<file path="src/rtl/cpu_drv_pkg.sv">
// Shared types and helpers for the CPU-side request driver.
// The saturating add works on a fixed 32-bit container; callers zero-extend narrower counters.
package cpu_drv_pkg;

  typedef enum logic [1:0] {IDLE, ISSUE, WAIT, RELEASE} drv_state_t;

  typedef struct packed {
    logic timeout;
    logic skip;
  } rsp_flags_t;

  localparam int SAT_W = 32;

  function automatic logic [SAT_W-1:0] sat_add(input logic [SAT_W-1:0] a,
                                               input logic [SAT_W-1:0] b,
                                               input logic [SAT_W-1:0] max_v);
    logic [SAT_W:0] sum;
    sum = {1'b0, a} + {1'b0, b};
    if (sum > {1'b0, max_v}) return max_v;
    return sum[SAT_W-1:0];
  endfunction

endpackage

</file>
<file path="src/rtl/cpu_drv_chan.sv">
// One CPU channel: accepts a command, drives the cache CPU pins, waits for the
// completion edge or a timeout, then releases the pins and pulses a response.
module cpu_drv_chan
  import cpu_drv_pkg::*;
#(
  parameter int ADDR_WID = 32,
  parameter int DATA_WID = 32,
  parameter int TIMEOUT  = 80
) (
  input  logic                clk,
  input  logic                rst,
  input  logic                i_ena,
  input  logic                i_cmd_valid,
  output logic                o_cmd_ready,
  input  logic                i_cmd_wr,
  input  logic [ADDR_WID-1:0] i_cmd_addr,
  input  logic [DATA_WID-1:0] i_cmd_data,
  output logic                o_cpu_rd,
  output logic                o_cpu_wr,
  output logic [ADDR_WID-1:0] o_cpu_addr,
  output logic [DATA_WID-1:0] o_cpu_wdata,
  output logic                o_cpu_wdata_oe,
  input  logic [DATA_WID-1:0] i_cpu_rdata,
  input  logic                i_rd_done,
  input  logic                i_wr_done,
  output logic                o_rsp_valid,
  output logic [DATA_WID-1:0] o_rsp_data,
  output rsp_flags_t          o_rsp_flags
);

  localparam int CW = $clog2(TIMEOUT + 1);
  localparam logic [CW-1:0] CNT_LAST = CW'(TIMEOUT - 1);

  drv_state_t          r_state;
  logic                r_wr;
  logic [ADDR_WID-1:0] r_addr;
  logic [DATA_WID-1:0] r_data;
  logic [DATA_WID-1:0] r_rdata;
  logic                r_skip;
  logic                r_timeout;
  logic [CW-1:0]       r_cnt;
  logic                r_prev_rd;
  logic                r_prev_wr;
  logic                w_done_edge;

  // Only a low-to-high transition of the selected done line completes a command.
  assign w_done_edge = r_wr ? (i_wr_done & ~r_prev_wr) : (i_rd_done & ~r_prev_rd);

  always_ff @(posedge clk) begin
    if (rst) begin
      r_state        <= IDLE;
      o_cmd_ready    <= 1'b0;
      o_cpu_rd       <= 1'b0;
      o_cpu_wr       <= 1'b0;
      o_cpu_wdata_oe <= 1'b0;
      o_cpu_addr     <= '0;
      o_cpu_wdata    <= '0;
      o_rsp_valid    <= 1'b0;
      o_rsp_data     <= '0;
      o_rsp_flags    <= '0;
      r_skip         <= 1'b0;
      r_timeout      <= 1'b0;
      r_cnt          <= '0;
      r_prev_rd      <= 1'b0;
      r_prev_wr      <= 1'b0;
    end else begin
      r_prev_rd   <= i_rd_done;
      r_prev_wr   <= i_wr_done;
      o_rsp_valid <= 1'b0;
      o_rsp_data  <= '0;
      o_rsp_flags <= '0;
      case (r_state)
        IDLE: begin
          o_cmd_ready <= 1'b1;
          if (i_cmd_valid && o_cmd_ready) begin
            r_wr        <= i_cmd_wr;
            r_addr      <= i_cmd_addr;
            r_data      <= i_cmd_data;
            r_rdata     <= '0;
            r_timeout   <= 1'b0;
            r_skip      <= ~i_ena;
            o_cmd_ready <= 1'b0;
            r_state     <= i_ena ? ISSUE : RELEASE;
          end
        end
        ISSUE: begin
          o_cpu_rd       <= ~r_wr;
          o_cpu_wr       <= r_wr;
          o_cpu_addr     <= r_addr;
          o_cpu_wdata    <= r_wr ? r_data : '0;
          o_cpu_wdata_oe <= r_wr;
          r_cnt          <= '0;
          r_state        <= WAIT;
        end
        WAIT: begin
          // A completion edge beats a timeout landing in the same cycle.
          if (w_done_edge) begin
            if (!r_wr) r_rdata <= i_cpu_rdata;
            r_state <= RELEASE;
          end else if (r_cnt == CNT_LAST) begin
            r_timeout <= 1'b1;
            r_state   <= RELEASE;
          end else begin
            r_cnt <= r_cnt + CW'(1);
          end
        end
        RELEASE: begin
          o_cpu_rd       <= 1'b0;
          o_cpu_wr       <= 1'b0;
          o_cpu_wdata_oe <= 1'b0;
          o_cpu_addr     <= '0;
          o_cpu_wdata    <= '0;
          o_rsp_valid    <= 1'b1;
          o_rsp_data     <= r_rdata;
          o_rsp_flags    <= '{timeout: r_timeout, skip: r_skip};
          o_cmd_ready    <= 1'b1;
          r_state        <= IDLE;
        end
        default: r_state <= IDLE;
      endcase
    end
  end

endmodule

</file>
<file path="src/rtl/cpu_req_driver.sv">
// N_CPU independent request channels plus saturating aggregate counters.
// This level only packs/unpacks the channel buses and sums the per-cycle responses.
module cpu_req_driver
  import cpu_drv_pkg::*;
#(
  parameter int N_CPU    = 4,
  parameter int ADDR_WID = 32,
  parameter int DATA_WID = 32,
  parameter int TIMEOUT  = 80,
  parameter int CNT_WID  = 16
) (
  input  logic                      clk,
  input  logic                      rst,
  input  logic [N_CPU-1:0]          cpu_ena,
  input  logic [N_CPU-1:0]          cmd_valid,
  output logic [N_CPU-1:0]          cmd_ready,
  input  logic [N_CPU-1:0]          cmd_wr,
  input  logic [N_CPU*ADDR_WID-1:0] cmd_addr,
  input  logic [N_CPU*DATA_WID-1:0] cmd_data,
  output logic [N_CPU-1:0]          cpu_rd,
  output logic [N_CPU-1:0]          cpu_wr,
  output logic [N_CPU*ADDR_WID-1:0] cpu_addr,
  output logic [N_CPU*DATA_WID-1:0] cpu_wdata,
  output logic [N_CPU-1:0]          cpu_wdata_oe,
  input  logic [N_CPU*DATA_WID-1:0] cpu_rdata,
  input  logic [N_CPU-1:0]          data_in_bus_cpu_lv1,
  input  logic [N_CPU-1:0]          cpu_wr_done,
  output logic [N_CPU-1:0]          rsp_valid,
  output logic [N_CPU*DATA_WID-1:0] rsp_data,
  output logic [N_CPU-1:0]          rsp_timeout,
  output logic [N_CPU-1:0]          rsp_skip,
  output logic [CNT_WID-1:0]        txn_cnt,
  output logic [CNT_WID-1:0]        timeout_cnt
);

  localparam logic [SAT_W-1:0] CNT_MAX = SAT_W'((64'd1 << CNT_WID) - 64'd1);

  rsp_flags_t       w_flags [N_CPU];
  logic [SAT_W-1:0] w_txn_inc;
  logic [SAT_W-1:0] w_to_inc;

  for (genvar g = 0; g < N_CPU; g++) begin : g_chan
    cpu_drv_chan #(
      .ADDR_WID(ADDR_WID),
      .DATA_WID(DATA_WID),
      .TIMEOUT (TIMEOUT)
    ) u_chan (
      .clk           (clk),
      .rst           (rst),
      .i_ena         (cpu_ena[g]),
      .i_cmd_valid   (cmd_valid[g]),
      .o_cmd_ready   (cmd_ready[g]),
      .i_cmd_wr      (cmd_wr[g]),
      .i_cmd_addr    (cmd_addr[g*ADDR_WID +: ADDR_WID]),
      .i_cmd_data    (cmd_data[g*DATA_WID +: DATA_WID]),
      .o_cpu_rd      (cpu_rd[g]),
      .o_cpu_wr      (cpu_wr[g]),
      .o_cpu_addr    (cpu_addr[g*ADDR_WID +: ADDR_WID]),
      .o_cpu_wdata   (cpu_wdata[g*DATA_WID +: DATA_WID]),
      .o_cpu_wdata_oe(cpu_wdata_oe[g]),
      .i_cpu_rdata   (cpu_rdata[g*DATA_WID +: DATA_WID]),
      .i_rd_done     (data_in_bus_cpu_lv1[g]),
      .i_wr_done     (cpu_wr_done[g]),
      .o_rsp_valid   (rsp_valid[g]),
      .o_rsp_data    (rsp_data[g*DATA_WID +: DATA_WID]),
      .o_rsp_flags   (w_flags[g])
    );
    assign rsp_timeout[g] = w_flags[g].timeout;
    assign rsp_skip[g]    = w_flags[g].skip;
  end

  always_comb begin
    w_txn_inc = '0;
    w_to_inc  = '0;
    for (int i = 0; i < N_CPU; i++) begin
      w_txn_inc = w_txn_inc + SAT_W'(rsp_valid[i] & ~rsp_skip[i]);
      w_to_inc  = w_to_inc + SAT_W'(rsp_valid[i] & rsp_timeout[i]);
    end
  end

  // Counters lag the response pulses by one cycle and stick at all-ones.
  always_ff @(posedge clk) begin
    if (rst) begin
      txn_cnt     <= '0;
      timeout_cnt <= '0;
    end else begin
      txn_cnt     <= CNT_WID'(sat_add(SAT_W'(txn_cnt), w_txn_inc, CNT_MAX));
      timeout_cnt <= CNT_WID'(sat_add(SAT_W'(timeout_cnt), w_to_inc, CNT_MAX));
    end
  end

endmodule

</file>
<file path="config.mk">
export PLATFORM = sky130hd
export DESIGN_NAME = cpu_req_driver
export DESIGN_NICKNAME = d
export VERILOG_FILES = /design/src/rtl/cpu_drv_pkg.sv /design/src/rtl/cpu_drv_chan.sv /design/src/rtl/cpu_req_driver.sv
export SDC_FILE = /design/constraint.sdc
export NUM_CORES = 1
export LEC_CHECK = 0
export ABC_AREA = 1
export CAP_MARGIN = 20
export CORE_AREA = 2 2 335 337
export CTS_BUF_LIST = sky130_fd_sc_hd__clkbuf_16
export CTS_CLUSTER_SIZE = 20
export DETAILED_ROUTE_END_ITERATION = 10
export DIE_AREA = 0 0 337 339
export PLACE_DENSITY = 0.57
export SLEW_MARGIN = 20
export SYNTH_ARGS = -nofsm -noshare
export SYNTH_HDL_FRONTEND = slang
export SYNTH_SLANG_ARGS = --single-unit
export TNS_END_PERCENT = 20
</file>
<file path="constraint.sdc">
create_clock -name clk -period 5.25 [get_ports clk]
set_input_delay 1.05 -clock clk [delete_from_list [all_inputs] [get_ports clk]]
set_output_delay 1.05 -clock clk [all_outputs]
set_load 0.01 [all_outputs]
</file>
==> out/summary.txt, run 1 <==
Final min period: 3.10 ns
Reg clk slew, reported paths: 0.06 ns
Total GRT Usage: 16.6%
Crit share post-route: 59.1%
Worst Setup Path Type: flop to flop
RSZ-0062 raised after global routing: no
Hold violation count in the final report: 0
Fraction of layout cells with a size suffix above 1: 5.69%
DRC: 0
Post-CTS setup buffers: 0
Pwr/cell area: 439 nW/um^2
XOR/XNOR Fraction of Synth Area: 0.677%
Final setup TNS: 0 ns
Clock sinks: 880
Tightest Hold Check Type: flop to flop
Antenna Violating Nets Remaining: 0
Chip width: 337 um
FF-to-FF End: txn_cnt[14]
Synth Warn #: 0
Wire per inst: 17.9 um
Die footprint: 114000 sq um
Largest family of logic cells by synthesized area: simple AND/OR/NAND/NOR gates
Initial Utilization: 28.1%
Synthesized instance count: 3039
Syn avg cell area: 10.2 sq um
Vias in the first global route: 22600
Final slew viol count: 0
Boundary Pins: 850
Max FO, Critical Path: 15
Critical Path AT: 3.72 ns
Worst-Skew Late Latency: 0.69 ns
Drt first-iter violations: 1240
DP Area: 41100 sq um
Post-Synth Adder-Cell Area: 1.37%
Post-synthesis compound-gate area fraction: 6.05%
Skew final: 0.0442 ns
Post-synthesis mux area share: 0%
Grt ovf: 0
Leakage: 0.0173 uW
Seq cells post-synth: 880
Slew @ Worst Pin: 1.10 ns
Placer congestion estimate: 0.866
Worst r2r src: g_chan[0].u_chan.o_rsp_valid
CP Launch Type: flop
Post-Syn Area: 31100 sq um
Detailed Route WL: 97.8 mm
Placed insts: 5253
Core Area: 110000 sq um
Hold slack: 0.451 ns
Min-Delay Path Depth: 2
CTS buffer count: 97
Final core occ: 40.3%
Non-Filler Instances: 5454
Pin count of the biggest net entering global routing: 81
Reg2reg setup slack: 2.15 ns
Finished Cell Area: 44500 sq um
Final Setup Violations: 0
H-tree levels: 3
Max_cap viols: 0
Dpl hpwl: 71.2 mm
Syn-to-layout area delta: 43.1%
Max-slew headroom: 26.3%
Max Buffers Root-to-Sink: 3
First-pass GRT wire length: 142 mm
PortBufs: 849
Die H: 339 um
CTS root buf: clkbuf_16
Net Count, Synth: 3476
Synth unique cells: 36
Antenna violations before repair: 24
Critical path required time: 5.86 ns
Synth Area in Simple Gates: 15.7%
Rows: 122
Nets: 4304
CTS tree: built
Status: completed
# hold bufs at CTS: 0
TritonRoute pass-1 iters: 5
Via-to-Cell Ratio: 4.26
Seq/Total Area, Yosys: 69.2%
Peak Freq: 322 MHz
Worst Min Path Start: g_chan[0].u_chan.r_rdata[22]
Total number of vias: 23200
Reg2reg path depth: 12
# resized after CTS: 0
Crit. End Element: flop
Worst Hold Endpoint: g_chan[0].u_chan.o_rsp_data[22]
Peak VDD IR: 0.346 mV
==> sequential cells by signal, summed over array words and instances, names as in the netlist, 8 cells and up <==
name                       flops
g_chan.u_chan.r_cnt           28
g_chan.u_chan.r_state          8
g_chan.u_chan.r_data         128
g_chan.u_chan.o_cpu_addr     128
g_chan.u_chan.o_rsp_flags      8
g_chan.u_chan.o_cpu_wdata    128
timeout_cnt                   16
g_chan.u_chan.r_rdata        128
g_chan.u_chan.o_rsp_data     128
txn_cnt                       16
g_chan.u_chan.r_addr         128
==> worst max-delay path, cell delays in order (launching register included) <==
cell and delay (ns):
dfxtp_1 0.35, nand2_1 0.09, fa_1 0.54, inv_1 0.05
ha_1 0.19, ha_1 0.29, inv_1 0.06, fa_1 0.45
o21ai_2 0.25, nand4_2 0.42, nand3_1 0.23, nand2_1 0.06
inv_1 0.06
==> worst max path at each step <==
stage / end / slack, ns / startpoint / depth (start not counted)
floorplan: g_chan[3].u_chan.r_addr[0] / 0.40 / rst / 4
global placement: g_chan[3].u_chan.r_data[30] / 1.86 / cmd_valid[3] / 6
detailed placement: g_chan[3].u_chan.r_data[30] / 1.89 / cmd_valid[3] / 6
CTS: txn_cnt[13] / 2.13 / g_chan[0].u_chan.o_rsp_valid / 12
global route: txn_cnt[14] / 1.94 / g_chan[0].u_chan.o_rsp_valid / 12
finish: txn_cnt[14] / 2.15 / g_chan[0].u_chan.o_rsp_valid / 12
==> metrics by stage <==
stage | worst slack [ns] | power [uW]
2_1_floorplan | 0.397 | 10700
3_3_place_gp | 1.86 | 12800
3_5_place_dp | 1.89 | 12800
4_1_cts | 2.13 | 19700
5_1_grt | 1.94 | 20500
6_report | 2.15 | 19500
==> final cells by class <==
type	instances	area (sq um)
clock buffers	97	2430
flip-flops and latches	880	21500
well taps	1488	1860
repair buffers	885	8860
multi-input cells	1614	7520
fillers	10800	65900
diodes	15	37.5
clock inverters	86	783
inverters	389	1460
==> routing by layer <==
layer  wire length, um  part of all wire, %  track usage, %  vias up
met2             47800                   49            27.4      687
met3              7220                  7.4            5.04      177
met1             38900                   40            19.4    10900
met5                57                0.058               0        -
met4              3860                  3.9            8.18       10
li1                  -                    -               -    11400
==> power by group <==
part	internal, uW	leakage (uW)	switching (uW)
clock	3900	0.00161	2900
combinational	1650	0.00809	2490
sequential	8190	0.00756	371
total	13700	0.0173	5760
==> Yosys cell counts, drive strengths merged <==
cell type	count	area share (%)
a21o	1	0.024
nand2	548	6.6
edfxtp	388	38
dfxtp	492	32
a21oi	234	3.9
xnor2	11	0.31
buf	78	1.3
xor2	13	0.37
a31oi	6	0.12
ha	26	1.0
a211oi	2	0.048
o21ai	117	1.9
nor2	431	5.3
clkbuf	78	0.94
nand3	179	3.0
nor3	8	0.13
o31ai	3	0.072
fa	5	0.32
nand3b	4	0.097
and2	2	0.040
nor3b	4	0.097
nand4	20	0.42
inv	389	4.7
==> logic make-up after synthesis <==
| logic type | Yosys count |
|---|---|
| AND/OR/NAND/NOR | 1196 |
| flip-flops | 880 |
| buffers and inverters | 545 |
| AO/OA/AOI/OAI | 363 |
| adder cells (fa/ha/maj) | 31 |
| XOR/XNOR | 24 |
==> cells in the final DEF, fill, tap and decap left out, drive strengths merged, types with 37 or more instances in the layout <==
cell           synthesis  routed
clkdlybuf4s50          0     848
nand2                548     548
dfxtp                492     492
nor2                 431     431
inv                  389     413
edfxtp               388     388
a21oi                234     234
nand3                179     179
o21ai                117     117
clkbuf                78      97
clkinv                 0      44
buf                   78      37
Power figures use the tool's default switching activity.
==> run 2, diff against run 1 <==
- CORE_AREA: 2 2 335 337 -> 2 2 334 336
- DIE_AREA: 0 0 337 339 -> 0 0 336 338
- PLACE_DENSITY: 0.57 -> 0.6
- clock period: 5.25 -> 2.6 ns (I/O delays scaled with it)
==> out/summary.txt, run 2 (synthesized netlist as in run 1, its figures left out) <==
Clock power share: 34.8% (about the same)
Hold slack: 0.223 ns (-0.228 ns)
Reg clk slew, reported paths: 0.06 ns (about the same)
Boundary Pins: 850 (unchanged)
Post-route setup slack: -0.0540 ns (-2.20 ns)
Skew final: 0.0537 ns (+0.00946 ns)
Chip width: 336 um (-0.30%)
P_int: 27900 uW (+100%)
Syn-to-layout area delta: 45.3%
DRC: 0 (unchanged)
Final slew viol count: 0 (unchanged)
Fraction of layout cells with a size suffix above 1: 7.39% (+1.7 points)
Final min period: 2.65 ns (-0.449 ns)
Commonest non-fill, non-tap cell in the layout: clkdlybuf4s50_1
TritonRoute pass-1 iters: 5 (unchanged)
Critical path required time: 3.13 ns (-2.73 ns)
CTS tree: built
Max FO, Critical Path: 3 (-12)
Grt ovf: 0 (unchanged)
Placed insts: 5291 (+0.72%)
Peak VDD IR: 0.622 mV (+80%)
Drt first-iter violations: 1260 (+1.6%)
Via-to-Cell Ratio: 4.27 (+0.37%)
Min-Delay Path Depth: 2 (unchanged)
Worst Setup Path Type: flop to flop
Antenna violations before repair: 16 (-33%)
First-pass GRT wire length: 141 mm (-0.80%)
CTS root buf: clkbuf_16
Peak Freq: 377 MHz (+17%)
Critical Path AT: 3.19 ns (-0.53 ns)
Hold violation count in the final report: 0 (unchanged)
Crit share post-route: 102% (+43 points)
Slowest stage delay, CP: 0.55 ns (about the same)
CP Launch Type: flop
Pre-CTS setup slack: -0.180 ns (-2.07 ns)
Max-slew headroom: 54.9% (+29 points)
Initial Utilization: 28.2% (+0.078 points)
Core Area: 110000 sq um (-0.28%)
Die footprint: 114000 sq um (-0.59%)
Total number of vias: 23500 (+1.0%)
Count of buffer and inverter cells on the critical path: 4 (+1)
Detailed Route WL: 96.6 mm (-1.2%)
Worst-Skew Late Latency: 0.69 ns (about the same)
# hold bufs at CTS: 0 (unchanged)
Most frequent cells in the layout: clkdlybuf4s50_1 (848), nand2_1 (544), dfxtp_1 (488)
Pin count of the biggest net entering global routing: 84 (+3.7%)
Sw frac: 29.5% (about the same)
Failing checks: setup timing
CTS buffer count: 98 (+1.0%)
Placer congestion estimate: 0.852 (-1.6%)
Worst path cell trace: inv_2, nand2_2, fa_1, inv_2, ha_4, ha_4, inv_1, fa_2, o21ai_4, buf_4, nand2_2, xor2_1, a21oi_1
P_sw: 11700 uW (+100%)
Antenna Violating Nets Remaining: 0 (unchanged)
Critical Path Stages: 13 (+1)
Reg2reg path depth: 13 (+1)
Total GRT Usage: 16.4% (-0.17 points)
Status: complete, but fails checks
Final Setup Violations: 13 (+13)
Slew @ Worst Pin: 0.677 ns (-0.426 ns)
Sequential Power Share: 43.6% (-0.3 points)
Tightest Hold Check Type: primary input to flop
Delay-heaviest family, CP: adder cells
Crit path max-delay cell type: fa_1
Rows: 122 (unchanged)
Leakage: 0.0176 uW (+1.8%)
Nets: 4347 (+1.0%)
Max Buffers Root-to-Sink: 3 (unchanged)
Max_cap viols: 0 (unchanged)
Pwr/cell area: 879 nW/um^2 (+100%)
Wire per inst: 17.6 um (-1.9%)
RSZ-0062 raised after global routing: yes
PortBufs: 849 (unchanged)
Crit. End Element: flop
Vias in the first global route: 23000 (+1.6%)
Clock sinks: 880 (unchanged)
Die H: 338 um (-0.29%)
Gate power share: 21.6% (+0.4 points)
Non-Filler Instances: 5489 (+0.64%)
H-tree levels: 3 (unchanged)
Dpl hpwl: 70.0 mm (-1.6%)
==> run 2: cell type report <==
| cell class | count | area (sq um) |
|---|---|---|
| antenna | 7 | 17.5 |
| clock buffer | 99 | 2480 |
| clock inverter | 85 | 783 |
| fill | 10700 | 64900 |
| inverter | 389 | 1460 |
| multi-input combinational | 1615 | 7680 |
| sequential | 880 | 21500 |
| tap | 1488 | 1860 |
| timing repair buffer | 926 | 9340 |
==> run 2: worst paths after layout <==
check	startpoint	end	slack, ns
worst max register to register	g_chan[3].u_chan.o_rsp_flags[0]	txn_cnt[8]	-0.05
worst min-delay path	rst	g_chan[1].u_chan.o_cpu_addr[6]	0.22
worst min register to register	g_chan[3].u_chan.r_rdata[8]	g_chan[3].u_chan.o_rsp_data[8]	0.44
worst max-delay path	g_chan[3].u_chan.o_rsp_flags[0]	txn_cnt[8]	-0.05
==> run 2: timing repair <==
action / in CTS / in global routing
resized for setup: 31 / 13
setup buffers: 4 / 0
setup endpoints to repair: 32 / 29
pin swaps: 12 / 9
cloned: 2 / 0
==> run 2: metal layers <==
metal  global-route usage [%]  up-vias  wire (um)
li1                         -    11500          -
met1                     18.6    11100      37700
met2                     28.8      663      48800
met3                     4.97      168       7100
met4                     6.64        6       3070
met5                        0        -         36
==> run 2: power groups by stage <==
stage          Clock, uW  Sequential (uW)  Combinational, uW
2_1_floorplan          0            17800               3840
3_3_place_gp           0            17500               8570
3_5_place_dp           0            17600               8620
4_1_cts            14200            17300               8680
5_1_grt            14800            17500               9450
6_report           13800            17300               8570
==> run 2: per-stage QoR <==
stage | util, % | instance area [sq um] | TNS [ns] | power, uW
detailed placement | 37.8 | 41600 | -2.82 | 26200
finish | 41.0 | 45100 | -0.333 | 39700
CTS | 40.9 | 45000 | -0.0761 | 40200
global route | 41.0 | 45100 | -2.02 | 41700
floorplan | - | 31100 | -220.20 | 21700
global placement | 37.8 | 41600 | -1.58 | 26100
